### src/rtl/aqueduct_pcs_pkg.sv
// Shared definitions for the aqueduct PCS encoder and decoder.
//   - Sync header values (H_DATA, H_CTRL).
//   - Control block type codes carried in payload[63:56] of an H_CTRL block.
//   - Decoder state encoding and the AXI-Stream beat record.
//   - Byte-lane helpers. Byte 0 is data[63:56] and pairs with keep[7].
package aqueduct_pcs_pkg;

  localparam logic [1:0] H_DATA = 2'b01;
  localparam logic [1:0] H_CTRL = 2'b10;

  // Control block type codes (payload[63:56]).
  localparam logic [7:0] T_IDLE  = 8'h1E;
  localparam logic [7:0] T_S1    = 8'h11;
  localparam logic [7:0] T_S2    = 8'h12;
  localparam logic [7:0] T_S3    = 8'h13;
  localparam logic [7:0] T_S4    = 8'h14;
  localparam logic [7:0] T_S5    = 8'h15;
  localparam logic [7:0] T_T0    = 8'h20;
  localparam logic [7:0] T_T1    = 8'h21;
  localparam logic [7:0] T_T2    = 8'h22;
  localparam logic [7:0] T_T3    = 8'h23;
  localparam logic [7:0] T_T4    = 8'h24;
  localparam logic [7:0] T_T5    = 8'h25;
  localparam logic [7:0] T_T6    = 8'h26;
  localparam logic [7:0] T_T7    = 8'h27;
  localparam logic [7:0] T_PAUSE = 8'h4B;
  localparam logic [7:0] T_ERROR = 8'hFE;

  typedef enum logic {
    ST_IDLE     = 1'b0,
    ST_IN_FRAME = 1'b1
  } dec_state_e;

  typedef struct packed {
    logic [63:0] data;
    logic [7:0]  keep;
    logic [7:0]  user;
    logic [7:0]  dest;
    logic        last;
  } beat_t;

  // keep with the n_bytes most significant bits set (n_bytes = 0..8).
  function automatic logic [7:0] keep_msb(input logic [3:0] n_bytes);
    return ~(8'hff >> n_bytes);
  endfunction

  // Zero every byte lane whose keep bit is clear.
  function automatic logic [63:0] mask_bytes(input logic [63:0] data,
                                             input logic [7:0]  keep);
    logic [63:0] m;
    for (int i = 0; i < 8; i++) begin
      m[8*i +: 8] = data[8*i +: 8] & {8{keep[i]}};
    end
    return m;
  endfunction

endpackage

### src/rtl/axis_beat_fifo.sv
// Beat queue between the decoder and the AXI-Stream output.
// Dual-write, single-read, first-word fall-through, count-based empty/free.
// Ports:
//   clk_i, rst_ni              clock, asynchronous active-low reset
//   wr0_en_i/wr0_data_i        first write of the cycle (lands first)
//   wr1_en_i/wr1_data_i        second write of the cycle (lands after wr0)
//   rd_en_i                    pop the head (ignored while empty)
//   rd_data_o                  head entry, valid whenever empty_o = 0
//   empty_o                    queue holds no entries
//   free_o                     free entries before this cycle's pop
// The writer must never request more writes than free_o allows.
module axis_beat_fifo
  import aqueduct_pcs_pkg::*;
#(
  parameter int unsigned DEPTH = 4
) (
  input  logic                       clk_i,
  input  logic                       rst_ni,
  input  logic                       wr0_en_i,
  input  beat_t                      wr0_data_i,
  input  logic                       wr1_en_i,
  input  beat_t                      wr1_data_i,
  input  logic                       rd_en_i,
  output beat_t                      rd_data_o,
  output logic                       empty_o,
  output logic [$clog2(DEPTH):0]     free_o
);

  localparam int unsigned AW = $clog2(DEPTH);
  localparam int unsigned CW = AW + 1;

  beat_t         mem_q [DEPTH];
  logic [AW-1:0] wr_ptr_q, wr_ptr_d;
  logic [AW-1:0] rd_ptr_q, rd_ptr_d;
  logic [AW-1:0] wr1_addr;
  logic [CW-1:0] count_q, count_d;
  logic          do_rd;

  assign empty_o   = (count_q == '0);
  assign do_rd     = rd_en_i && !empty_o;
  assign rd_data_o = mem_q[rd_ptr_q];
  assign free_o    = CW'(DEPTH) - count_q;

  // wr1 lands behind wr0 when both fire in the same cycle.
  assign wr1_addr = wr0_en_i ? wr_ptr_q + AW'(1) : wr_ptr_q;

  // Pointers wrap naturally because DEPTH is a power of two.
  always_comb begin
    wr_ptr_d = wr_ptr_q + AW'(wr0_en_i) + AW'(wr1_en_i);
    rd_ptr_d = rd_ptr_q + AW'(do_rd);
    count_d  = count_q + CW'(wr0_en_i) + CW'(wr1_en_i) - CW'(do_rd);
  end

  always_ff @(posedge clk_i or negedge rst_ni) begin
    if (!rst_ni) begin
      wr_ptr_q <= '0;
      rd_ptr_q <= '0;
      count_q  <= '0;
    end else begin
      wr_ptr_q <= wr_ptr_d;
      rd_ptr_q <= rd_ptr_d;
      count_q  <= count_d;
    end
  end

  // Storage needs no reset: it is only observed through a non-empty count.
  always_ff @(posedge clk_i) begin
    if (wr0_en_i) mem_q[wr_ptr_q] <= wr0_data_i;
    if (wr1_en_i) mem_q[wr1_addr] <= wr1_data_i;
  end

endmodule

### src/rtl/payload_decoder.sv
// Recovers an AXI-Stream from 64-bit encoded blocks (2-bit sync header).
// Frames open with a start block (T_S1..T_S4 are single-beat frames, T_S5
// opens a multi-block frame), continue with H_DATA blocks and close with a
// terminate block T_T0..T_T7. Inside a frame the decoder always carries five
// bytes, so each data block emits one full beat and refills the carry.
// Ports:
//   clk_in, rst_n_in             clock, asynchronous active-low reset
//   payload_in, header_in        received block; block_valid_in qualifies it
//   m_axis_*                     recovered stream (tdata byte 0 = [63:56])
//   remote_pause_out             last pause state seen
//   pause_dest_out               channel the pause applies to
//   frame_error_out              one-cycle pulse on a protocol error
//   overflow_out                 one-cycle pulse when a beat write is dropped
//   dbg_state_out                decoder state (0 = IDLE, 1 = IN_FRAME)
// Handshake: a beat transfers on a rising edge where m_axis_tvalid and
// m_axis_tready are both 1; while tvalid=1 and tready=0 every m_axis field
// holds its value, and tvalid never drops without a transfer.
module payload_decoder
  import aqueduct_pcs_pkg::*;
#(
  parameter int unsigned FIFO_DEPTH = 4
) (
  input  logic        clk_in,
  input  logic        rst_n_in,
  input  logic [63:0] payload_in,
  input  logic [1:0]  header_in,
  input  logic        block_valid_in,
  output logic [63:0] m_axis_tdata,
  output logic [7:0]  m_axis_tkeep,
  output logic [7:0]  m_axis_tuser,
  output logic [7:0]  m_axis_tdest,
  output logic        m_axis_tlast,
  output logic        m_axis_tvalid,
  input  logic        m_axis_tready,
  output logic        remote_pause_out,
  output logic [7:0]  pause_dest_out,
  output logic        frame_error_out,
  output logic        overflow_out,
  output logic        dbg_state_out
);

  localparam int unsigned CW = $clog2(FIFO_DEPTH) + 1;

  dec_state_e  state_q, state_d;
  logic [39:0] carry_q, carry_d;
  logic [7:0]  user_q, user_d;
  logic [7:0]  dest_q, dest_d;
  logic        pause_q, pause_d;
  logic [7:0]  pause_dest_q, pause_dest_d;
  logic        ferr_q, ferr_d;
  logic        ovf_q, ovf_d;

  beat_t       beat0, beat1;
  logic        want0, want1;
  logic        drop_write;
  logic [1:0]  n_req;

  beat_t       head;
  logic        fifo_empty;
  logic [CW-1:0] fifo_free;

  logic [7:0]  blk_type;
  logic [3:0]  start_len;
  logic [2:0]  term_k;
  logic [3:0]  term_total;
  logic        pause_ones, pause_zeros;

  assign blk_type    = payload_in[63:56];
  assign start_len   = 4'(blk_type - T_S1) + 4'd1;
  assign term_k      = 3'(blk_type - T_T0);
  assign term_total  = 4'd5 + {1'b0, term_k};
  assign pause_ones  = &payload_in[39:8];
  assign pause_zeros = ~|payload_in[39:8];

  always_comb begin
    state_d      = state_q;
    carry_d      = carry_q;
    user_d       = user_q;
    dest_d       = dest_q;
    pause_d      = pause_q;
    pause_dest_d = pause_dest_q;
    ferr_d       = 1'b0;
    beat0        = '0;
    beat1        = '0;
    want0        = 1'b0;
    want1        = 1'b0;

    if (block_valid_in) begin
      if (header_in == H_DATA) begin
        if (state_q == ST_IN_FRAME) begin
          beat0.data = {carry_q, payload_in[63:40]};
          beat0.keep = 8'hff;
          beat0.user = user_q;
          beat0.dest = dest_q;
          want0      = 1'b1;
          carry_d    = payload_in[39:0];
        end else begin
          ferr_d = 1'b1;
        end
      end else if (header_in == H_CTRL) begin
        if (blk_type == T_IDLE) begin
          // Filler: legal anywhere, touches nothing.
        end else if (blk_type == T_PAUSE) begin
          // A malformed pause flags an error but leaves the frame alone.
          pause_dest_d = payload_in[55:48];
          if (pause_ones)       pause_d = 1'b1;
          else if (pause_zeros) pause_d = 1'b0;
          else                  ferr_d  = 1'b1;
        end else if (blk_type inside {[T_S1:T_S4]}) begin
          // A start inside a frame aborts the old frame, then is honoured.
          if (state_q == ST_IN_FRAME) ferr_d = 1'b1;
          beat0.keep = keep_msb(start_len);
          beat0.data = mask_bytes({payload_in[39:0], 24'h0}, beat0.keep);
          beat0.user = payload_in[55:48];
          beat0.dest = payload_in[47:40];
          beat0.last = 1'b1;
          want0      = 1'b1;
          carry_d    = '0;
          state_d    = ST_IDLE;
        end else if (blk_type == T_S5) begin
          if (state_q == ST_IN_FRAME) ferr_d = 1'b1;
          user_d  = payload_in[55:48];
          dest_d  = payload_in[47:40];
          carry_d = payload_in[39:0];
          state_d = ST_IN_FRAME;
        end else if (blk_type inside {[T_T0:T_T7]}) begin
          if (state_q == ST_IN_FRAME) begin
            beat0.user = user_q;
            beat0.dest = dest_q;
            want0      = 1'b1;
            if (term_k <= 3'd3) begin
              // Carry plus up to three tail bytes fit in one beat.
              beat0.keep = keep_msb(term_total);
              beat0.data = mask_bytes({carry_q, payload_in[55:32]}, beat0.keep);
              beat0.last = 1'b1;
            end else begin
              // Nine or more bytes: one full beat, then the k-3 remainder.
              beat0.keep = 8'hff;
              beat0.data = {carry_q, payload_in[55:32]};
              beat1.keep = keep_msb(4'({1'b0, term_k}) - 4'd3);
              beat1.data = mask_bytes({payload_in[31:0], 32'h0}, beat1.keep);
              beat1.user = user_q;
              beat1.dest = dest_q;
              beat1.last = 1'b1;
              want1      = 1'b1;
            end
            carry_d = '0;
            state_d = ST_IDLE;
          end else begin
            ferr_d = 1'b1;
          end
        end else begin
          // T_ERROR and any unknown type.
          ferr_d  = 1'b1;
          carry_d = '0;
          state_d = ST_IDLE;
        end
      end else begin
        // Invalid sync header 2'b00 / 2'b11.
        ferr_d  = 1'b1;
        carry_d = '0;
        state_d = ST_IDLE;
      end
    end
  end

  // Free space is judged before this cycle's pop, and a two-beat write is
  // all-or-nothing so a frame tail is never split across a drop.
  always_comb begin
    n_req      = {1'b0, want0} + {1'b0, want1};
    drop_write = (CW'(n_req) > fifo_free);
    ovf_d      = drop_write;
  end

  always_ff @(posedge clk_in or negedge rst_n_in) begin
    if (!rst_n_in) begin
      state_q      <= ST_IDLE;
      carry_q      <= '0;
      user_q       <= '0;
      dest_q       <= '0;
      pause_q      <= 1'b0;
      pause_dest_q <= '0;
      ferr_q       <= 1'b0;
      ovf_q        <= 1'b0;
    end else begin
      state_q      <= state_d;
      carry_q      <= carry_d;
      user_q       <= user_d;
      dest_q       <= dest_d;
      pause_q      <= pause_d;
      pause_dest_q <= pause_dest_d;
      ferr_q       <= ferr_d;
      ovf_q        <= ovf_d;
    end
  end

  axis_beat_fifo #(
    .DEPTH (FIFO_DEPTH)
  ) u_fifo (
    .clk_i      (clk_in),
    .rst_ni     (rst_n_in),
    .wr0_en_i   (want0 && !drop_write),
    .wr0_data_i (beat0),
    .wr1_en_i   (want1 && !drop_write),
    .wr1_data_i (beat1),
    .rd_en_i    (m_axis_tready),
    .rd_data_o  (head),
    .empty_o    (fifo_empty),
    .free_o     (fifo_free)
  );

  // Fields are forced to zero while nothing is presented (including reset).
  assign m_axis_tvalid    = !fifo_empty;
  assign m_axis_tdata     = m_axis_tvalid ? head.data : '0;
  assign m_axis_tkeep     = m_axis_tvalid ? head.keep : '0;
  assign m_axis_tuser     = m_axis_tvalid ? head.user : '0;
  assign m_axis_tdest     = m_axis_tvalid ? head.dest : '0;
  assign m_axis_tlast     = m_axis_tvalid && head.last;
  assign remote_pause_out = pause_q;
  assign pause_dest_out   = pause_dest_q;
  assign frame_error_out  = ferr_q;
  assign overflow_out     = ovf_q;
  assign dbg_state_out    = state_q;

endmodule

### config.mk
export PLATFORM = sky130hd
export DESIGN_NAME = payload_decoder
export DESIGN_NICKNAME = d
export VERILOG_FILES = /design/src/rtl/aqueduct_pcs_pkg.sv /design/src/rtl/axis_beat_fifo.sv /design/src/rtl/payload_decoder.sv
export SDC_FILE = /design/constraint.sdc
export NUM_CORES = 1
export LEC_CHECK = 0
export ABC_CLOCK_PERIOD_IN_PS = 6470
export BUFFER_PORTS_ARGS = -buffer_cell sky130_fd_sc_hd__buf_2
export CORE_MARGIN = 1.5
export CORE_UTILIZATION = 55
export DETAILED_ROUTE_END_ITERATION = 8
export PLACE_DENSITY = 0.75
export REMOVE_ABC_BUFFERS = 1
export SETUP_SLACK_MARGIN = 0.02
export SLEW_MARGIN = 20
export SYNTH_ARGS = -nofsm -noshare
export SYNTH_HDL_FRONTEND = slang
export SYNTH_HIERARCHICAL = 1
export SYNTH_SLANG_ARGS = --single-unit
### constraint.sdc
create_clock -name clk_in -period 6.47 [get_ports clk_in]
set_input_delay 0.9705 -clock clk_in [delete_from_list [all_inputs] [get_ports clk_in]]
set_output_delay 0.9705 -clock clk_in [all_outputs]
set_load 0.05 [all_outputs]
# Word-level counts from Yosys, hierarchy flattened
# Memory sizes are Yosys's and may differ from the RTL's.
# Cells that the tools add are included.
# Widths: inputs -> output; s select.
[totals]
output_inout_bits = 102
ram_bits = 356
inputBits = 70
memories = 1
ff_bits = 75
wordCells = 165
[classes]
n_eq_ne = 12
n_bitwise = 24
muxes = 78
reduce_logical = 16
addsub = 14
shift = 3
n_lt_le_gt_ge = 6
[mem_list]
columns = ["name", "words", "word_bits", "read_ports", "rd_ports_with_merged_regs", "wr", "line", "source"]
rows = [
  ["u_fifo.mem_q", 4, 89, 1, 0, 2, "axis_beat_fifo.sv:32", "beat_t mem_q [DEPTH];"],
]
[op_table]
columns = ["cell", "count"]
rows = [
  ["$mux 89", 18],
  ["$mux 40", 9],
  ["$mux 88", 2],
  ["$and 8x8->8", 17],
  ["$mux 72", 1],
  ["$mux 64", 1],
  ["$mux 1", 43],
  ["$reduce_and 32->1", 1],
  ["$reduce_or 32->1", 1],
  ["$mux 8", 3],
  ["$not 8->8", 3],
  ["$shr 8x4->8 const A", 3],
  ["$eq 8x5->1 const B", 2],
  ["$reduce_and 5->1", 2],
  ["$eq 8x7->1 const B", 1],
  ["$ge 8x5->1 const B", 1],
  ["$ge 8x6->1 const B", 1],
  ["$le 8x5->1 const B", 1],
  ["$le 8x6->1 const B", 1],
  ["$ne 2x2->1 const B", 4],
  ["$ne 7x7->1 const B", 1],
  ["$reduce_and 7->1", 1],
  ["$add 2x1->2", 3],
  ["$add 3x1->3", 2],
  ["21 further kinds", 31],
]

# Logic depth before layout (Yosys ltp)
# Gate-level depths: netlist of the first run.
[logic_depth]
word_depth = 19
depth_mapped = 23

# Modules after synthesis
# The synthesis of the first run kept the hierarchy.
[modules_own_cells]
columns = ["mod", "n_inst", "cells_each", "area_per_inst_um2"]
rows = [
  ["axis_beat_fifo", 1, 911, 17663.2],
  ["payload_decoder", 1, 647, 5624.1],
]

# Least setup slack after synthesis of the first run
# No wires, ideal clock.
[synth_path]
path_type = "input -> register"
from = "input port payload_in[56]"
to = "memory u_fifo/mem_q[2][0] (netlist bit) (enable)"
slack_ps = -103
setup_ps = 446
n_path_buf = 3
arrival_ps = 6127
stages = 17
path_cell_list = "inv_1 -> ha_1 -> or3b_1 -> nand4_1 -> buf_2 -> o21ai_1 -> a22oi_2 -> inv_1 -> ha_1 -> inv_1 -> ha_1 -> a211oi_1 -> nor2_1 -> buf_2 -> o31ai_4 -> buf_6 -> a21o_1"
[synth_rtl]
columns = ["element", "line", "source"]
rows = [
  ["start, declared", "payload_decoder.sv:25", "input logic [63:0] payload_in,"],
  ["end, declared", "axis_beat_fifo.sv:32", ""],
]

==> impl_metrics.json, run 1 <==
{
  "outcome": "finished clean",
  "path_buf_inv": 5,
  "synth_area_um2": 23300,
  "synth_cell_type_count": 66,
  "timing.critical_path.from_type": "primary input",
  "die_width_um": 209,
  "n_fill_cell": 3093,
  "timing.critical_path.arrival_ps": 5590,
  "synth_area_leader_cell": "edfxtp_1",
  "endpoint_kind": "flip-flop",
  "cts_root_buf": "clkbuf_16",
  "max_freq_ghz": 0.189,
  "worstPathCellList": "buf_2 -> inv_1 -> ha_1 -> or3b_1 -> nand4_1 -> o21ai_1 -> a22oi_2 -> inv_1 -> ha_1 -> inv_1 -> ha_1 -> a211oi_1 -> nor2_2 -> o31ai_4 -> buf_4 -> mux2_2",
  "layout_min_cycle_time_ps": 5280,
  "clkTransAtPathRegs_ps": 60,
  "ys_seq_elements": 431,
  "detailedRoute.firstPassIterationCount": 5,
  "pwr_density_cell_nw_per_um2": 258,
  "worst_slew_pin_tran_ps": 1050,
  "maximum_number_of_pins_on_one_net_before_global_route_repair": 68,
  "ctsResizeCount": 0,
  "postRouteWirelength_mm": 59.9,
  "post-dp-hpwl_mm": 36.8,
  "vias": 14700,
  "design.core.area_um2": 41900,
  "final_core_util_pct": 64.0,
  "detail_route.wl_per_cell_um": 24.8,
  "cts-htree-levels": 2,
  "worst_hold_path_type": "in2async",
  "synthTopCellsByArea": "edfxtp_1 (46%), mux2_2 (17%), mux4_2 (8.6%), dfrtp_1 (8.1%), nor2b_1 (3.2%)",
  "maxCapViolations": 0,
  "slew_violations": 0,
  "timing.critical_path.required_ps": 6780,
  "irDropWorstVdd_mv": 0.197,
  "clock_latency_ps": 570,
  "postSynth.asyncResetShare_pct": 17.4,
  "grt.overflow.total": 0,
  "tritoncts": "built",
  "crit_type": "in2reg",
  "layout-area-overhead-vs-synth_pct": 15.1,
  "cts_inserted_buffers": 46,
  "cts_hold_repair.buffers": 0,
  "synth_edf_count": 356,
  "die_outline_area_um2": 43600,
  "antenna_cells": 0,
  "via_per_inst": 6.07,
  "cts.sinks": 431,
  "multi_input_area_um2": 10400,
  "cell_at_the_slowest_stage_of_the_critical_path": "o31ai_4",
  "grt_first_pass_wirelength_mm": 91.4,
  "floorplan.initialDensity_pct": 55.6,
  "placement.io_buffers": 171,
  "layout-drive-gt1-share_pct": 40.0,
  "static-leakage-power_nw": 11.8,
  "cts_post_setup_buffers_inserted": 0,
  "sequential_cell_area_um2": 12600,
  "clock_skew_ps": 29.1,
  "nets": 1939,
  "timing.critical_path.slowest_cell_delay_ps": 860,
  "die_h_um": 209,
  "grt_setup_unrepaired": "no",
  "total_power_mw": 6.91,
  "grt_antenna_before_repair": 1,
  "synth_ff_type": "edfxtp_1",
  "post_detailed_route_drc_marker_count": 0,
  "drt_iter0_drc": 1274,
  "ant_nets": 0,
  "ioPinCount": 172,
  "max-slew-margin-rel_pct": 29.7,
  "clock_tree.buffer_depth": 3,
  "per_instance_average_area_after_synthesis_um2": 14.9,
  "setup_viol_count_final": 0,
  "placementRows": 75,
  "path_delay_family": "compound AO/OA/AOI/OAI gates",
  "crit_path_max_fanout": 23,
  "synthDominantCellAreaShare_pct": 45.9,
  "hold_viol": 0,
  "timing.final.crit_share_pct": 81.6,
  "grt_pass1_vias": 15200,
  "ys_seq_area_share_pct": 54.0,
  "synthCells": 1558,
  "ys_warns": 6,
  "global_route.usage.total_pct": 27.6,
  "routabilityCongestion": 0.900
}
path summary, 6_finish.rpt:
kind / start / depth (start not counted) / slack [ps] / end
worst max-delay path: payload_in[57] / 16 / 1190 / u_fifo/mem_q[2][40]
worst max register to register: dbg_state_out / 11 / 1690 / u_fifo/mem_q[2][40]
worst min-delay path: rst_n_in / 1 / 330 / carry_q[24]
max in group asynchronous: rst_n_in / 2 / 4880 / u_fifo/rd_ptr_q[0]
worst min register to register: pause_dest_out[3] / 1 / 500 / pause_dest_out[3]
min in group clk_in: pause_dest_out[3] / 1 / 500 / pause_dest_out[3]
state kept, by name (all words and copies together), names as in the netlist:
signal / count
overflow_out: 1
u_fifo/wr_ptr_q: 2
u_fifo/mem_q: 356
dbg_state_out: 1
pause_dest_out: 8
frame_error_out: 1
dest_q: 8
remote_pause_out: 1
u_fifo/count_q: 3
user_q: 8
u_fifo/rd_ptr_q: 2
carry_q: 40
report_power, final:
group / leakage (nW) / internal, mW / switching [mW] / total, mW
combinational: 5.93 / 0.403 / 0.603 / 1.01
sequential: 5.10 / 3.01 / 0.200 / 3.21
clock: 0.749 / 1.62 / 1.08 / 2.70
cell usage after synthesis, types with 2 or more instances:
cell / count
buf_2: 37
xnor2_1: 3
o21ai_0: 9
fa_1: 3
o211ai_1: 2
nor4_1: 12
a211oi_1: 3
a22o_1: 46
ha_1: 21
and3b_1: 2
nand3_1: 6
nor2b_1: 120
mux2_2: 344
o31ai_4: 2
edfxtp_1: 356
a21boi_2: 2
mux2_1: 26
and4bb_2: 3
nand4_1: 12
mux2_4: 10
a22oi_1: 25
and2_1: 35
mux2i_1: 40
nand2_1: 60
inv_1: 63
nand2b_1: 4
dfrtp_1: 75
and3_1: 17
a21oi_1: 6
mux4_2: 89
a21o_1: 2
buf_6: 12
nor2_1: 19
nand3b_1: 2
buf_4: 17
nor3_4: 4
a21oi_4: 2
nor3_1: 5
clkbuf_1: 35
layout by cell type, fill, tap and decap left out, types with 4 or more instances in the layout:
cell type,Yosys,routed
clkbuf_8,0,6
and2_1,35,35
nand3_1,6,6
clkinv_2,0,6
clkbuf_16,0,46
nor4_1,12,12
inv_1,63,63
nand2b_1,4,4
nor3_4,4,4
buf_2,37,170
mux2i_1,40,40
nor2_1,19,17
edfxtp_1,356,356
mux2_1,26,26
nand2_1,60,58
buf_4,17,26
a22o_1,46,46
conb_1,1,132
bufinv_16,0,6
a21oi_1,6,5
nand4_1,12,12
clkinv_1,0,4
nor3_1,5,5
nor2b_1,120,120
mux4_2,89,89
a22oi_1,25,25
o21ai_0,9,9
and3_1,17,17
ha_1,21,20
mux2_4,10,10
mux2_2,344,344
dfrtp_1,75,73
buf_12,1,14
clkbuf_1,35,15
metrics by stage:
| step | worst slack (ps) | cell area [µm²] | hold WS [ps] | std cells | TNS (ps) |
|---|---|---|---|---|---|
| final | 1190 | 26800 | 331 | 2420 | 0 |
| after global routing | 832 | 26800 | 352 | 2420 | 0 |
| after CTS | 1160 | 26800 | 337 | 2420 | 0 |
| after detailed placement | 621 | 25300 | 490 | 2336 | 0 |
| after global placement | 734 | 25300 | 482 | 2336 | 0 |
| after floorplan | -3350 | 23200 | 487 | 1587 | -1001480 |
logic make-up after synthesis:
family | Yosys count | synth area share [%]
mux | 509 | 28.9
compound gates | 111 | 4.06
simple gates | 312 | 7.95
other cells | 1 | 0.0161
xor+xnor | 4 | 0.150
flops | 431 | 54.0
fa+ha+maj | 24 | 1.39
buf+inv | 166 | 3.61
metal layers:
metal | GRT usage [%] | wire [µm]
met1 | 38.2 | 24900
met2 | 45.4 | 29100
met3 | 3.79 | 4250
met4 | 8.75 | 1590
met5 | 0 | 11
worst register-to-register path: cells and delay by family, from the launching register on:
kind                     cells  cell delay (ps)
adder cells (fa/ha/maj)      2              520
AND/OR/NAND/NOR              4             1120
AO/OA/AOI/OAI                2             1320
multiplexers                 1              410
flip-flops                   1              610
buffers and inverters        2              570
cell type report:
cell class | count | area share (%)
Tap cell | 539 | 2.52
Clock buffer | 67 | 4.81
Inverter | 64 | 0.897
Timing Repair Buffer | 210 | 4.95
Sequential cell | 431 | 46.9
Clock inverter | 17 | 0.901
Multi-Input combinational cell | 1092 | 39.0
Power figures use the tool's default switching activity.
==> run 2: changes to the inputs <==
- ABC_CLOCK_PERIOD_IN_PS: 6470 -> 4900
- clock period: 6.47 -> 4.9 ns (I/O delays scaled with it)
==> run 2 against run 1 <==
Effect of this change:
- cell area up 1.6%
- register-to-register slack worse by 710 ps
- clock-buffer cell count down 3
- clock power up 25%
==> impl_metrics.json, run 2 (synthesized netlist as in run 1, its figures left out) <==
{
  "outcome": "finished clean",
  "maxCapViolations": 0,
  "global_route.usage.total_pct": 27.9,
  "detail_route.wl_per_cell_um": 24.6,
  "timing.critical_path.from_type": "primary input",
  "placement.io_buffers": 171,
  "routabilityCongestion": 0.886,
  "clock_skew_ps": 23.0,
  "ioPinCount": 172,
  "grt_antenna_before_repair": 3,
  "hold_viol": 0,
  "slew_violations": 0,
  "via_per_inst": 6.00,
  "top_register": "u_fifo/mem_q",
  "grt_first_pass_wirelength_mm": 92.1,
  "pwr_density_cell_nw_per_um2": 330,
  "cts_root_buf": "clkbuf_16",
  "worst_slew_pin_tran_ps": 1010,
  "clock_latency_ps": 590,
  "placed_cells_incl_taps": 2373,
  "clkTransAtPathRegs_ps": 60,
  "timing.critical_path.arrival_ps": 4810,
  "timing.final.crit_share_pct": 88.1,
  "detailedRoute.firstPassIterationCount": 5,
  "layout.cells.non_filler": 2460,
  "layout.cells.most_common": "edfxtp_1",
  "irDropWorstVdd_mv": 0.322,
  "post-dp-hpwl_mm": 37.8,
  "tritoncts": "built",
  "clock_tree.buffer_depth": 3,
  "max-slew-margin-rel_pct": 32.3,
  "layout-area-overhead-vs-synth_pct": 16.9,
  "vias": 14800,
  "maximum_number_of_pins_on_one_net_before_global_route_repair": 67,
  "grt_pass1_vias": 15400,
  "drt_iter0_drc": 1194,
  "static-leakage-power_nw": 12.0,
  "cts.sinks": 431,
  "crit_path_max_fanout": 4,
  "max_freq_ghz": 0.232,
  "ant_nets": 0,
  "placementRows": 75,
  "cts_inserted_buffers": 46,
  "post_detailed_route_drc_marker_count": 0,
  "cts_hold_repair.buffers": 0,
  "cts_post_setup_buffers_inserted": 0,
  "crit_type": "in2reg",
  "cts-htree-levels": 2,
  "layout_min_cycle_time_ps": 4320,
  "die_width_um": 209,
  "timing.critical_path.required_ps": 5390,
  "design.core.area_um2": 41900,
  "floorplan.initialDensity_pct": 55.6,
  "postRouteWirelength_mm": 60.4,
  "die_outline_area_um2": 43600,
  "grt.overflow.total": 0,
  "worst_hold_path_type": "in2async",
  "postLayoutCellArea_um2": 27200,
  "setup_viol_count_final": 0,
  "grt_setup_unrepaired": "no",
  "die_h_um": 209,
  "nets": 1976,
  "layout-drive-gt1-share_pct": 41.0,
  "largest_register_ffs": 356,
  "cell_area_reported_after_detailed_placement_um2": 25800,
  "reg.largest.list": "u_fifo/mem_q x356, carry_q x40",
  "ctsResizeCount": 0,
  "final_cell_mix": "edfxtp_1 (356), mux2_2 (344), buf_2 (170)",
  "endpoint_kind": "flip-flop"
}
run 2: worst max-delay path, stage by stage:
cell and delay (ps):
buf_2 140, inv_1 130, ha_1 190, or3b_1 370, nand4_1 130, o21ai_1 100
a22oi_2 210, inv_1 60, ha_1 260, inv_1 60, ha_1 130, inv_1 40
a21oi_1 130, a211oi_1 70, buf_4 150, nor3_1 260, inv_1 160, ha_1 300
inv_1 40, fa_1 380, fa_1 430, xnor2_1 200, xnor2_1 140
run 2: area by class of cell:
cell class	count	area [µm²]
diodes	2	5.00
clock buffers	64	1280
clock inverters	21	149
fillers	3052	14600
inverters	64	240
multi-input cells	1092	10400
flip-flops and latches	431	12600
well taps	539	674
repair buffers	247	1850
run 2: where the power goes:
part           internal, mW  switching, mW
Sequential             3.98          0.208
Clock                  1.92           1.44
Combinational         0.558          0.861
run 2: worst paths after layout:
kind                                         from            endpoint  slack [ps]  depth (start not counted)
worst min-delay path                     rst_n_in         carry_q[19]         260                          1
worst max-delay path               payload_in[56]   u_fifo/count_q[2]         580                         23
min in group clk_in                 payload_in[4]          carry_q[4]         420                          3
worst min register to register  pause_dest_out[1]   pause_dest_out[1]         510                          1
worst max register to register      dbg_state_out   u_fifo/count_q[2]         980                         20
max in group asynchronous                rst_n_in  u_fifo/wr_ptr_q[0]        3700                          2
run 2: metrics by stage:
stage,worst slack (ps),power (mW),utilization [%],setup TNS (ps),hold WS [ps]
2_1_floorplan,-4680,5.19,-,-1981240,439
3_3_place_gp,131,5.68,61.6,0,484
3_5_place_dp,39.9,5.69,61.6,0,493
4_1_cts,604,9.03,65.0,0,259
5_1_grt,385,9.24,65.0,0,296
6_report,582,8.97,65.0,0,259
run 2: routing by layer:
layer  wire (µm)  GRT usage, %  vias to the layer above
met4        1380          8.10                        2
li1            -             -                     6497
met5          12             0                        -
met1       24600          37.7                     7549
met2       30200          46.7                      598
met3        4210          4.67                      104
==> run 3: changes to the inputs <==
- CORE_ASPECT_RATIO: not set -> 1.75
==> run 3 against run 2 <==
Effect of this change:
- sequential share of layout area is 0.24 points higher
- critical endpoint is now u_fifo/mem_q[1][58]
- cell area is 0.51% lower
- die area is 0.11% higher
- highest routed layer unchanged
- largest cell class unchanged
==> impl_metrics.json, run 3 (synthesized netlist as in run 1, its figures left out) <==
{
  "irDropWorstVdd_mv": 0.282,
  "max-slew-margin-rel_pct": 37.3,
  "post-dp-hpwl_mm": 39.3,
  "layout.cells.most_common": "edfxtp_1",
  "post_detailed_route_drc_marker_count": 0,
  "die_outline_area_um2": 43600,
  "ctsResizeCount": 0,
  "placementRows": 99,
  "ant_nets": 0,
  "vias": 14600,
  "n_fill_cell": 3054,
  "timing.critical_path.from_type": "primary input",
  "grt_first_pass_wirelength_mm": 92.1,
  "static-leakage-power_nw": 11.9,
  "clock_tree.buffer_depth": 3,
  "endpoint_kind": "flip-flop",
  "via_per_inst": 5.97,
  "die_width_um": 159,
  "clkTransAtPathRegs_ps": 60,
  "cts_root_buf": "clkbuf_16",
  "sequential_cell_area_um2": 12600,
  "timing.critical_path.required_ps": 5190,
  "top_usage_layer": "met2",
  "maximum_number_of_pins_on_one_net_before_global_route_repair": 57,
  "design.core.area_um2": 41700,
  "worst_hold_path_type": "in2async",
  "outcome": "finished clean",
  "finalSetupTns_ps": 0,
  "gr-usage-met3_pct": 3.88,
  "detail_route.wl_per_cell_um": 24.8,
  "slew_violations": 0,
  "postRouteWirelength_mm": 60.7,
  "regToRegSetupSlack_ps": 620,
  "crit_path_max_fanout": 19,
  "grt_setup_unrepaired": "no",
  "die_h_um": 275,
  "ioPinCount": 172,
  "cts_post_setup_buffers_inserted": 0,
  "cts_inserted_buffers": 42,
  "final_cell_mix": "edfxtp_1 (356), mux2_2 (344), buf_2 (170)",
  "tritoncts": "built",
  "placement.io_buffers": 171,
  "pwr_density_cell_nw_per_um2": 334,
  "reg2regPathDepth": 14,
  "multi_input_area_um2": 10400,
  "worst_slew_pin_tran_ps": 939,
  "cell_area_reported_after_detailed_placement_um2": 25600,
  "layout-drive-gt1-share_pct": 40.7,
  "layout_min_cycle_time_ps": 4500,
  "detailedRoute.firstPassIterationCount": 5,
  "timing.final.crit_share_pct": 91.7,
  "timing.critical_path.arrival_ps": 4780,
  "clock_latency_ps": 550,
  "layout-area-overhead-vs-synth_pct": 16.3,
  "grt_antenna_before_repair": 7,
  "cts-htree-levels": 2,
  "total_power_mw": 9.05,
  "grt.overflow.total": 0,
  "cts.sinks": 431,
  "grt_util_met1_pct": 33.8,
  "reg.largest.list": "u_fifo/mem_q x356, carry_q x40",
  "worst_r2r_startpoint": "dbg_state_out",
  "max_freq_ghz": 0.222,
  "global_route.usage.total_pct": 28.6,
  "largest_register_ffs": 356,
  "floorplan.initialDensity_pct": 55.8,
  "final_core_util_pct": 64.9,
  "postLayoutCellArea_um2": 27100,
  "clock_skew_ps": 16.6,
  "hold_viol": 0,
  "gr-usage-met2_pct": 51.6,
  "top_register": "u_fifo/mem_q",
  "endpoint_of_the_most_critical_register_to_register_path": "u_fifo/mem_q[1][58]",
  "nets": 1957,
  "grt_pass1_vias": 15800,
  "crit_type": "in2reg",
  "routabilityCongestion": 0.902,
  "drt_iter0_drc": 978,
  "cts_hold_repair.buffers": 0,
  "maxCapViolations": 0,
  "setup_viol_count_final": 0
}
-- run 3: changes by cell type in the layout (fill, tap and decap cells not counted) --
cell        delta
clkinv_1       -6
clkbuf_8       +2
clkinvlp_4     +1
buf_4          -8
bufinv_16      +2
buf_12         -7
clkbuf_1       -5
inv_6          +1
nor2_1         +1
nor2_2         -1
clkinv_2       -4
-- run 3: area by class of cell --
cell class | instances | area share (%)
Multi-Input combinational cell | 1092 | 38.6
Sequential cell | 431 | 46.4
Tap cell | 555 | 2.56
Antenna cell | 2 | 0.0185
Clock inverter | 15 | 0.674
Timing Repair Buffer | 232 | 6.11
Inverter | 64 | 0.887
Clock buffer | 61 | 4.76
-- run 3: how the worst max path moves through the flow --
stage / slack, ps / from / endpoint
2_1_floorplan: -4680 / payload_in[56] / u_fifo/mem_q[0][0]
3_3_place_gp: 90 / payload_in[56] / u_fifo/mem_q[1][61]
4_1_cts: 480 / payload_in[56] / u_fifo/mem_q[1][58]
6_report: 400 / payload_in[56] / u_fifo/mem_q[1][58]
5_1_grt: 230 / payload_in[56] / u_fifo/mem_q[1][58]
3_5_place_dp: -80 / payload_in[56] / u_fifo/mem_q[1][58]
-- run 3: worst max-delay path, cell delays in order --
cell	delay, ps
buf_2	120
inv_1	140
ha_1	230
or3b_1	380
nand4_1	130
o21ai_1	120
a22oi_2	230
inv_1	70
ha_1	270
inv_1	40
ha_1	260
a211oi_1	400
nor3_1	130
buf_4	200
and4bb_2	250
a41oi_4	290
buf_12	240
buf_12	200
mux2_2	350
-- run 3: power breakdown --
group / internal (mW) / switching (mW)
combinational: 0.555 / 0.921
clock: 2.04 / 1.40
sequential: 3.98 / 0.150
total: 6.58 / 2.48
-- run 3: routing by layer --
metal / wire length (µm) / up-vias / part of all wire, %
li1: - / 6433 / -
met1: 22400 / 7511 / 37
met2: 32100 / 556 / 53
met3: 3520 / 137 / 5.8
met4: 2620 / 10 / 4.3
met5: 59 / - / 0.097
-- run 3: stage by stage --
stage / hold WS [ps] / setup WS, ps / std cells
detailed placement: 491 / -82.6 / 2374
floorplan: 439 / -4680 / 1587
CTS: 83.6 / 477 / 2450
finish: 88.1 / 405 / 2452
global placement: 474 / 90.4 / 2374
global route: 97.3 / 233 / 2452
